### config.mk
export PLATFORM = sky130hd
export DESIGN_NAME = alu_sequencer
export DESIGN_NICKNAME = d
export VERILOG_FILES = /design/src/rtl/alu_sequencer.sv
export SDC_FILE = /design/constraint.sdc
export NUM_CORES = 1
export LEC_CHECK = 0
export BUFFER_PORTS_ARGS = -buffer_cell sky130_fd_sc_hd__clkbuf_2
export CORE_MARGIN = 5
export CORE_UTILIZATION = 57
export DETAILED_ROUTE_END_ITERATION = 7
export PLACE_DENSITY = 0.8
export SETUP_SLACK_MARGIN = 0.5
export SLEW_MARGIN = 25
export SYNTH_ARGS = -nofsm -noshare
export SYNTH_HDL_FRONTEND = slang
export SYNTH_SLANG_ARGS = --single-unit
### constraint.sdc
create_clock -name clk -period 2.47 [get_ports clk]
set_input_delay 0.3705 -clock clk [delete_from_list [all_inputs] [get_ports clk]]
set_output_delay 0.3705 -clock clk [all_outputs]
set_load 0.01 [all_outputs]
### src/rtl/alu_sequencer.sv
// alu_sequencer: fetch/execute sequencer for the 8-bit ALU datapath.
// Fetches 16-bit words from a synchronous program ROM, keeps a 4 x 8-bit
// register file, presents operands/opcode to the ALU and writes results back.
// Ports:
//   clk, rst (async, active-low), start
//   imem_addr / imem_data              : program ROM interface
//   alu_a, alu_b, alu_opcode           : operands and operation to the ALU
//   alu_result, alu_carry              : combinational ALU response
//   wb_valid, wb_data                  : write-back pulse and value
//   carry_flag, busy, halted           : status
module alu_sequencer #(
   parameter int unsigned     PC_W         = 8,
   parameter logic [PC_W-1:0] RESET_VECTOR = '0
) (
   input  logic            clk,
   input  logic            rst,
   input  logic            start,
   output logic [PC_W-1:0] imem_addr,
   input  logic [15:0]     imem_data,
   output logic [7:0]      alu_a,
   output logic [7:0]      alu_b,
   output logic [2:0]      alu_opcode,
   input  logic [7:0]      alu_result,
   input  logic            alu_carry,
   output logic            wb_valid,
   output logic [7:0]      wb_data,
   output logic            carry_flag,
   output logic            busy,
   output logic            halted
);

   localparam int unsigned DW   = 8;
   localparam int unsigned NREG = 4;
   localparam int unsigned RW   = 2;
   localparam int unsigned OPW  = 3;

   localparam logic [OPW-1:0] OP_LDI  = OPW'(0);
   localparam logic [OPW-1:0] OP_JMP  = OPW'(1);
   localparam logic [OPW-1:0] OP_JC   = OPW'(2);
   localparam logic [OPW-1:0] OP_HALT = OPW'(3);

   typedef enum logic [2:0] {
      S_IDLE  = 3'd0,
      S_FETCH = 3'd1,
      S_FWAIT = 3'd2,
      S_EXEC  = 3'd3,
      S_WB    = 3'd4,
      S_HALT  = 3'd5
   } state_e;

   state_e state_q, state_d;

   logic [PC_W-1:0]           pc_q, pc_d;
   logic [PC_W-1:0]           imem_addr_q, imem_addr_d;
   logic [OPW-1:0]            ir_op_q, ir_op_d;
   logic                      ir_mode_q, ir_mode_d;
   logic [RW-1:0]             ir_rd_q, ir_rd_d;
   logic [DW-1:0]             ir_imm_q, ir_imm_d;
   logic [NREG-1:0][DW-1:0]   rf_q, rf_d;
   logic [DW-1:0]             alu_a_q, alu_a_d;
   logic [DW-1:0]             alu_b_q, alu_b_d;
   logic [OPW-1:0]            alu_op_q, alu_op_d;
   logic                      wb_valid_q, wb_valid_d;
   logic [DW-1:0]             wb_data_q, wb_data_d;
   logic                      carry_q, carry_d;
   logic                      busy_q, busy_d;
   logic                      halted_q, halted_d;

   // Word arriving from ROM in FWAIT is a HALT; it skips EXEC so halted
   // rises in the instruction's third cycle.
   logic fw_is_halt;
   assign fw_is_halt = imem_data[12] && (imem_data[15:13] == OP_HALT);

   // State register
   always_ff @(posedge clk or negedge rst) begin
      if (!rst) state_q <= S_IDLE;
      else      state_q <= state_d;
   end

   // Next-state logic
   always_comb begin
      state_d = state_q;
      case (state_q)
         S_IDLE:  if (start) state_d = S_FETCH;
         S_FETCH: state_d = S_FWAIT;
         S_FWAIT: state_d = fw_is_halt ? S_HALT : S_EXEC;
         S_EXEC:  state_d = (!ir_mode_q || ir_op_q == OP_LDI) ? S_WB : S_FETCH;
         S_WB:    state_d = S_FETCH;
         S_HALT:  if (start) state_d = S_FETCH;
         default: state_d = S_IDLE;
      endcase
   end

   // Datapath and registered outputs
   always_comb begin
      pc_d        = pc_q;
      imem_addr_d = imem_addr_q;
      ir_op_d     = ir_op_q;
      ir_mode_d   = ir_mode_q;
      ir_rd_d     = ir_rd_q;
      ir_imm_d    = ir_imm_q;
      rf_d        = rf_q;
      alu_a_d     = alu_a_q;
      alu_b_d     = alu_b_q;
      alu_op_d    = alu_op_q;
      wb_valid_d  = 1'b0;
      wb_data_d   = wb_data_q;
      carry_d     = carry_q;

      case (state_q)
         S_IDLE, S_HALT: begin
            if (start) pc_d = RESET_VECTOR;
         end
         S_FWAIT: begin
            ir_op_d   = imem_data[15:13];
            ir_mode_d = imem_data[12];
            ir_rd_d   = imem_data[11:10];
            ir_imm_d  = imem_data[7:0];
            pc_d      = pc_q + PC_W'(1);
            if (!imem_data[12]) begin
               alu_a_d  = rf_q[imem_data[11:10]];
               alu_b_d  = rf_q[imem_data[9:8]];
               alu_op_d = imem_data[15:13];
            end
         end
         // Results commit on the EXEC->WB edge so they are visible during WB.
         S_EXEC: begin
            if (!ir_mode_q) begin
               rf_d[ir_rd_q] = alu_result;
               wb_valid_d    = 1'b1;
               wb_data_d     = alu_result;
               carry_d       = alu_carry;
            end else begin
               case (ir_op_q)
                  OP_LDI: begin
                     rf_d[ir_rd_q] = ir_imm_q;
                     wb_valid_d    = 1'b1;
                     wb_data_d     = ir_imm_q;
                  end
                  OP_JMP:  pc_d = ir_imm_q[PC_W-1:0];
                  OP_JC:   if (carry_q) pc_d = ir_imm_q[PC_W-1:0];
                  default: ;
               endcase
            end
         end
         default: ;
      endcase

      // ROM address is presented for the whole FETCH cycle.
      if (state_d == S_FETCH) imem_addr_d = pc_d;

      busy_d   = (state_d == S_FETCH) || (state_d == S_FWAIT) ||
                 (state_d == S_EXEC)  || (state_d == S_WB);
      halted_d = (state_d == S_HALT);
   end

   // Datapath registers
   always_ff @(posedge clk or negedge rst) begin
      if (!rst) begin
         pc_q        <= RESET_VECTOR;
         imem_addr_q <= RESET_VECTOR;
         ir_op_q     <= '0;
         ir_mode_q   <= 1'b0;
         ir_rd_q     <= '0;
         ir_imm_q    <= '0;
         rf_q        <= '0;
         alu_a_q     <= '0;
         alu_b_q     <= '0;
         alu_op_q    <= '0;
         wb_valid_q  <= 1'b0;
         wb_data_q   <= '0;
         carry_q     <= 1'b0;
         busy_q      <= 1'b0;
         halted_q    <= 1'b0;
      end else begin
         pc_q        <= pc_d;
         imem_addr_q <= imem_addr_d;
         ir_op_q     <= ir_op_d;
         ir_mode_q   <= ir_mode_d;
         ir_rd_q     <= ir_rd_d;
         ir_imm_q    <= ir_imm_d;
         rf_q        <= rf_d;
         alu_a_q     <= alu_a_d;
         alu_b_q     <= alu_b_d;
         alu_op_q    <= alu_op_d;
         wb_valid_q  <= wb_valid_d;
         wb_data_q   <= wb_data_d;
         carry_q     <= carry_d;
         busy_q      <= busy_d;
         halted_q    <= halted_d;
      end
   end

   assign imem_addr  = imem_addr_q;
   assign alu_a      = alu_a_q;
   assign alu_b      = alu_b_q;
   assign alu_opcode = alu_op_q;
   assign wb_valid   = wb_valid_q;
   assign wb_data    = wb_data_q;
   assign carry_flag = carry_q;
   assign busy       = busy_q;
   assign halted     = halted_q;

endmodule

# Yosys cells after proc, flatten, opt, wreduce, memory -nomap -nowiden
# Cells that the tools add are included.
[word_totals]
ff_bits = 96
in_bits = 28
[op_classes]
addsub = 1
order_cmp = 4
eq_ne = 14
muxes = 24
bitwise_logic = 2
n_reduce_logical = 13
[ops]
columns = ["cell", "n"]
rows = [
  ["32-bit bitwise mux", 2],
  ["32-bit 2-to-1 mux", 2],
  ["8-bit 2-to-1 mux", 8],
  ["8-bit binary-select mux with 2-bit select", 2],
  ["8-bit case mux with 3 select lines", 1],
  ["3-bit by 2-bit equality test with 1-bit output (second input constant)", 6],
  ["8-bit demux with 2-bit select", 1],
  ["8-bit case mux with 2 select lines", 1],
  ["3-bit case mux with 5 select lines", 1],
  ["3-bit equality test (second input constant)", 4],
  ["3-bit by 1-bit equality test with 1-bit output (second input constant)", 3],
  ["2-bit by 3-bit < comparator with 1-bit output (second input constant)", 3],
  ["3-bit 2-to-1 mux", 3],
  ["8-bit by 1-bit adder with 8-bit output (second input constant)", 1],
  ["3-bit zero test", 2],
  ["2-bit AND reduction", 3],
  ["1-bit logical OR", 4],
  ["1-bit 2-to-1 mux", 3],
  ["2-bit by 1-bit >= comparator with 1-bit output (second input constant)", 1],
  ["1-bit logical AND", 2],
  ["2-bit by 1-bit inequality test with 1-bit output (second input constant)", 1],
  ["1-bit NOT", 2],
  ["2-bit OR reduction", 1],
  ["1-bit zero test", 1],
]

# Logic depth before layout (Yosys ltp)
[depth]
word_depth = 8
depth_mapped = 7

# Least setup slack after synthesis
# OpenSTA, ideal clock, no wires.
[synth_timing]
path_type = "input-to-reg"
start = "input port imem_data[10]"
end = "register alu_a_q[0] (netlist: alu_a[0])"
setup_ns = 0.125
arrival_time_ns = 1.616
t_required_ns = 2.345
setup_slack_ns = 0.730
cell_stages = 3
n_path_buf = 1
path_cell_list = "clkbuf_1 mux4_2 mux2_2"
[synth_between]
elab_chain_len = 2
[synth_lines]
columns = ["element", "line", "rtl"]
rows = [
  ["start: declaration", "19", "input logic [15:0] imem_data,"],
  ["8-bit binary-select mux with 2-bit select", "121", "alu_a_d = rf_q[imem_data[11:10]];"],
  ["8-bit 2-to-1 mux (not written as such)", "121", ""],
  ["end signal: assignment", "183", "alu_a_q <= alu_a_d;"],
  ["end: declaration", "60", "logic [DW-1:0] alu_a_q, alu_a_d;"],
]
# Every way passes these cells. The select of a mux whose other input is x is not followed.
# A chain may end at the register's enable or synchronous reset.

# Final worst setup path
[layout_timing]
start = "register ir_op_q[0]"
end = "register rf_q[3] (netlist name)"
[layout_between]
elab_chain_len = 3
[layout_lines]
columns = ["element", "line", "rtl"]
rows = [
  ["start: declaration", "55", "logic [OPW-1:0] ir_op_q, ir_op_d;"],
  ["start signal: assignment", "178", "ir_op_q <= ir_op_d;"],
  ["3-bit zero test", "134", "case (ir_op_q)"],
  ["2-bit by 1-bit inequality test with 1-bit output (no source line)", "-", ""],
  ["2-bit AND reduction (no source line)", "-", ""],
  ["end signal: assignment", "182", "rf_q <= rf_d;"],
  ["end: declaration", "59", "logic [NREG-1:0][DW-1:0] rf_q, rf_d;"],
]
# Every way passes these cells.

==> flow_summary.json <==
{
  "synth.top_cells.by_area": "dfrtp_1 52%, mux2_2 15%, mux4_2 7.8%",
  "min_path_type": "primary input to flop",
  "root_buffer": "clkbuf_8",
  "drc_errors": 0,
  "power_density_mw_per_mm2": 1297,
  "startpoint": "ir_op_q[0]",
  "p_int_w": 0.004336,
  "nets": 477,
  "ant_nets": 0,
  "p_sw_w": 0.002618,
  "ys_seq_elements": 96,
  "yosysTopAreaCellShare_pct": 52.20,
  "layout_min_cycle_time_ns": 1.897,
  "r2r_slack_ns": 0.57,
  "fmaxAchievable_mhz": 527.1,
  "synth_cells": 375,
  "die_w_um": 99.85,
  "grt_usage_pct": 22.78,
  "power_frac_comb_pct": 40.5,
  "relSlewSlack_pct": 64.09,
  "drtPass1Iterations": 4,
  "synth-seq-area-share_pct": 52.20,
  "port_buffers": 66,
  "endpoint_kind": "flop",
  "coreArea_mm2": 0.007807,
  "min_from": "imem_data[2]",
  "wire_per_inst_um": 18.83,
  "grt_pass1_wl_um": 17830,
  "vias_per_cell": 5.946,
  "die_y_um": 99.85,
  "cts_buffers": 9,
  "drive_above_1_share_pct": 41.72,
  "status": "complete, no violations",
  "avgSynthCellArea_um2": 12.27,
  "regToRegEndpoint": "rf_q[3]",
  "final.setup_skew_ns": 0.01162,
  "ios": 67,
  "p_sw_share_pct": 37.64,
  "drt_iter0_markers": 245,
  "endpoint": "rf_q[3]",
  "slew_violations": 0,
  "synth_top_flop_cell": "dfrtp_1",
  "cp_max_fo": 11,
  "rsz0062_at_grt": "no",
  "ys_top_cells_by_count": "96 x dfrtp_1, 75 x nand2_1, 60 x mux2_2",
  "crit_arrival_ns": 2.14,
  "vias": 3300,
  "syn-num-nets": 404,
  "antenna_found_initial": 0,
  "synth_most_common_cell": "dfrtp_1",
  "start_kind": "flop",
  "clk_latency_ns": 0.36,
  "cts.sinks": 96,
  "finalWeightedCongestion": 0.8545,
  "fin_crit_sh_pct": 76.81,
  "area_growth_pct": 16.53,
  "fin_area_mm2": 0.005363,
  "floorplan.initialDensity_pct": 58.94,
  "tightestPinTransition_ns": 0.5381,
  "p_seq_share_pct": 43.1,
  "setup_viol": 0,
  "dpl.hpwl_um": 7333,
  "critPathKind": "flop to flop",
  "grt_max_degree": 39,
  "yosysWarnings": 0,
  "overflow": 0,
  "ys_types": 57,
  "cts_tree": "built",
  "post-route-util_pct": 68.69,
  "synth_edf_count": 0,
  "synth_async_sr_flop_share_pct": 100.0,
  "hold_violations": 0,
  "syn_area_mm2": 0.004602,
  "totalWireLength_um": 10450,
  "fin_tns_setup_ns": 0,
  "worstRegToRegCells": 5,
  "place_area_mm2": 0.005031,
  "synth_top_cell_by_area": "dfrtp_1",
  "cap_violations": 0,
  "power.leakage_nw": 2.503,
  "cts_max_level": 3,
  "p_clk_share_pct": 16.4,
  "diodes": 0,
  "cp.required_ns": 2.72,
  "grt_pass1_vias": 3431,
  "clk_path_buf_depth": 2,
  "worst_setup_hold_path_clk_slew_ns": 0.10,
  "regToRegStartpoint": "ir_op_q[0]",
  "ir_drop_v": 0.0006405,
  "rows": 32,
  "dieArea_mm2": 0.009970
}
==> area by class of cell <==
class,count,area (µm²)
fill,567,2445
sequential,96,2405
multi-input combinational,255,2120
timing repair buffer,80,465.4
tap,102,127.6
clock buffer,9,123.9
clock inverter,7,93.84
inverter,6,27.53
==> critical path, cell delays in order (launching register included) <==
cell and delay, ns:
dfrtp_1 0.48, o31ai_4 0.39, nand2_4 0.20, nor3_4 0.21, buf_4 0.17, mux2_2 0.34
==> metal layers <==
| layer | global-route usage, % | up-vias | part of all wire, % |
|---|---|---|---|
| met3 | 3.961 | 13 | 7.1 |
| met4 | 6.723 | 0 | 1.1 |
| met1 | 33.97 | 1658 | 44 |
| li1 | - | 1504 | - |
| met2 | 34.53 | 125 | 47 |
| met5 | 0 | - | 0 |
==> power groups by stage <==
stage / registers [W] / clock network [W] / logic, W
6_report: 0.00300 / 0.00114 / 0.00282
5_1_grt: 0.00311 / 0.00122 / 0.00311
4_1_cts: 0.00297 / 0.00115 / 0.00277
3_5_place_dp: 0.00299 / 0 / 0.00269
3_3_place_gp: 0.00293 / 0 / 0.00260
2_1_floorplan: 0.00293 / 0 / 0.00186
==> timing repair <==
action | 4_1_cts | 5_1_grt
setup endpoints to repair | 52 | 61
hold buffers | 1 | 0
buffers inserted | 2 | 3
resized for setup | 7 | 5
hold endpoints to repair | 34 | 0
pin swaps | 1 | 3
==> how the worst min path moves through the flow <==
stage	to	slack, ns	cells past startpoint
floorplan	alu_a[0]	0.07	0
global placement	imem_addr[3]	0.37	1
detailed placement	imem_addr[2]	0.38	1
CTS	ir_imm_q[2]	0.19	3
global route	ir_imm_q[2]	0.18	3
finish	ir_imm_q[2]	0.20	3
==> flip-flops by register name (all words and copies together), names as in the netlist <==
| signal | flops |
|---|---|
| alu_a | 8 |
| alu_b | 8 |
| alu_opcode | 3 |
| busy | 1 |
| carry_flag | 1 |
| halted | 1 |
| imem_addr | 8 |
| ir_imm_q | 8 |
| ir_mode_q | 1 |
| ir_op_q | 3 |
| ir_rd_q | 2 |
| pc_q | 8 |
| rf_q | 32 |
| state_q | 3 |
| wb_data | 8 |
| wb_valid | 1 |
==> through the flow <==
stage / instances / worst slack [ns] / hold WS (ns) / total power [W]
4_1_cts: 552 / 0.5125 / 0.1894 / 0.006887
3_3_place_gp: 533 / 0.4520 / 0.3716 / 0.005531
3_5_place_dp: 533 / 0.3481 / 0.3777 / 0.005682
2_1_floorplan: 375 / 0.7297 / 0.07491 / 0.004794
6_report: 555 / 0.5728 / 0.1991 / 0.006954
5_1_grt: 555 / 0.5129 / 0.1808 / 0.007434
==> placed cells by master, fill, tap and decap left out, types with 2 or more instances in the layout <==
cell	n
a211oi_1	3
a21oi_1	6
a221oi_1	2
a22o_1	2
a22oi_1	2
a31oi_1	9
and2_1	2
and3_1	2
buf_12	2
buf_4	12
bufinv_16	2
clkbuf_2	65
clkbuf_8	9
clkinv_2	2
clkinvlp_4	2
dfrtp_1	94
dfrtp_2	2
inv_1	5
inv_6	2
mux2_2	60
mux4_2	16
nand2_1	75
nand2b_1	5
nand3_1	4
nand3b_1	3
nand3b_4	2
nor2_1	6
nor2b_1	3
nor3_1	8
nor4b_1	2
o211ai_1	3
o21ai_0	10
o31ai_1	2
xnor2_1	2
==> logic make-up (layout without fill, tap and decap cells) <==
family,count (synthesis),count (layout),synth area share (%)
and+or+nand+nor,128,128,14.27
muxes,76,76,22.51
adders and majority gates,1,1,0.2718
AOI/OAI and AO/OA,47,47,7.314
xor gates and xnor gates,3,3,0.5711
buffers and inverters,24,102,2.855
DFF,96,96,52.20
(Power assumes the default switching activity.)
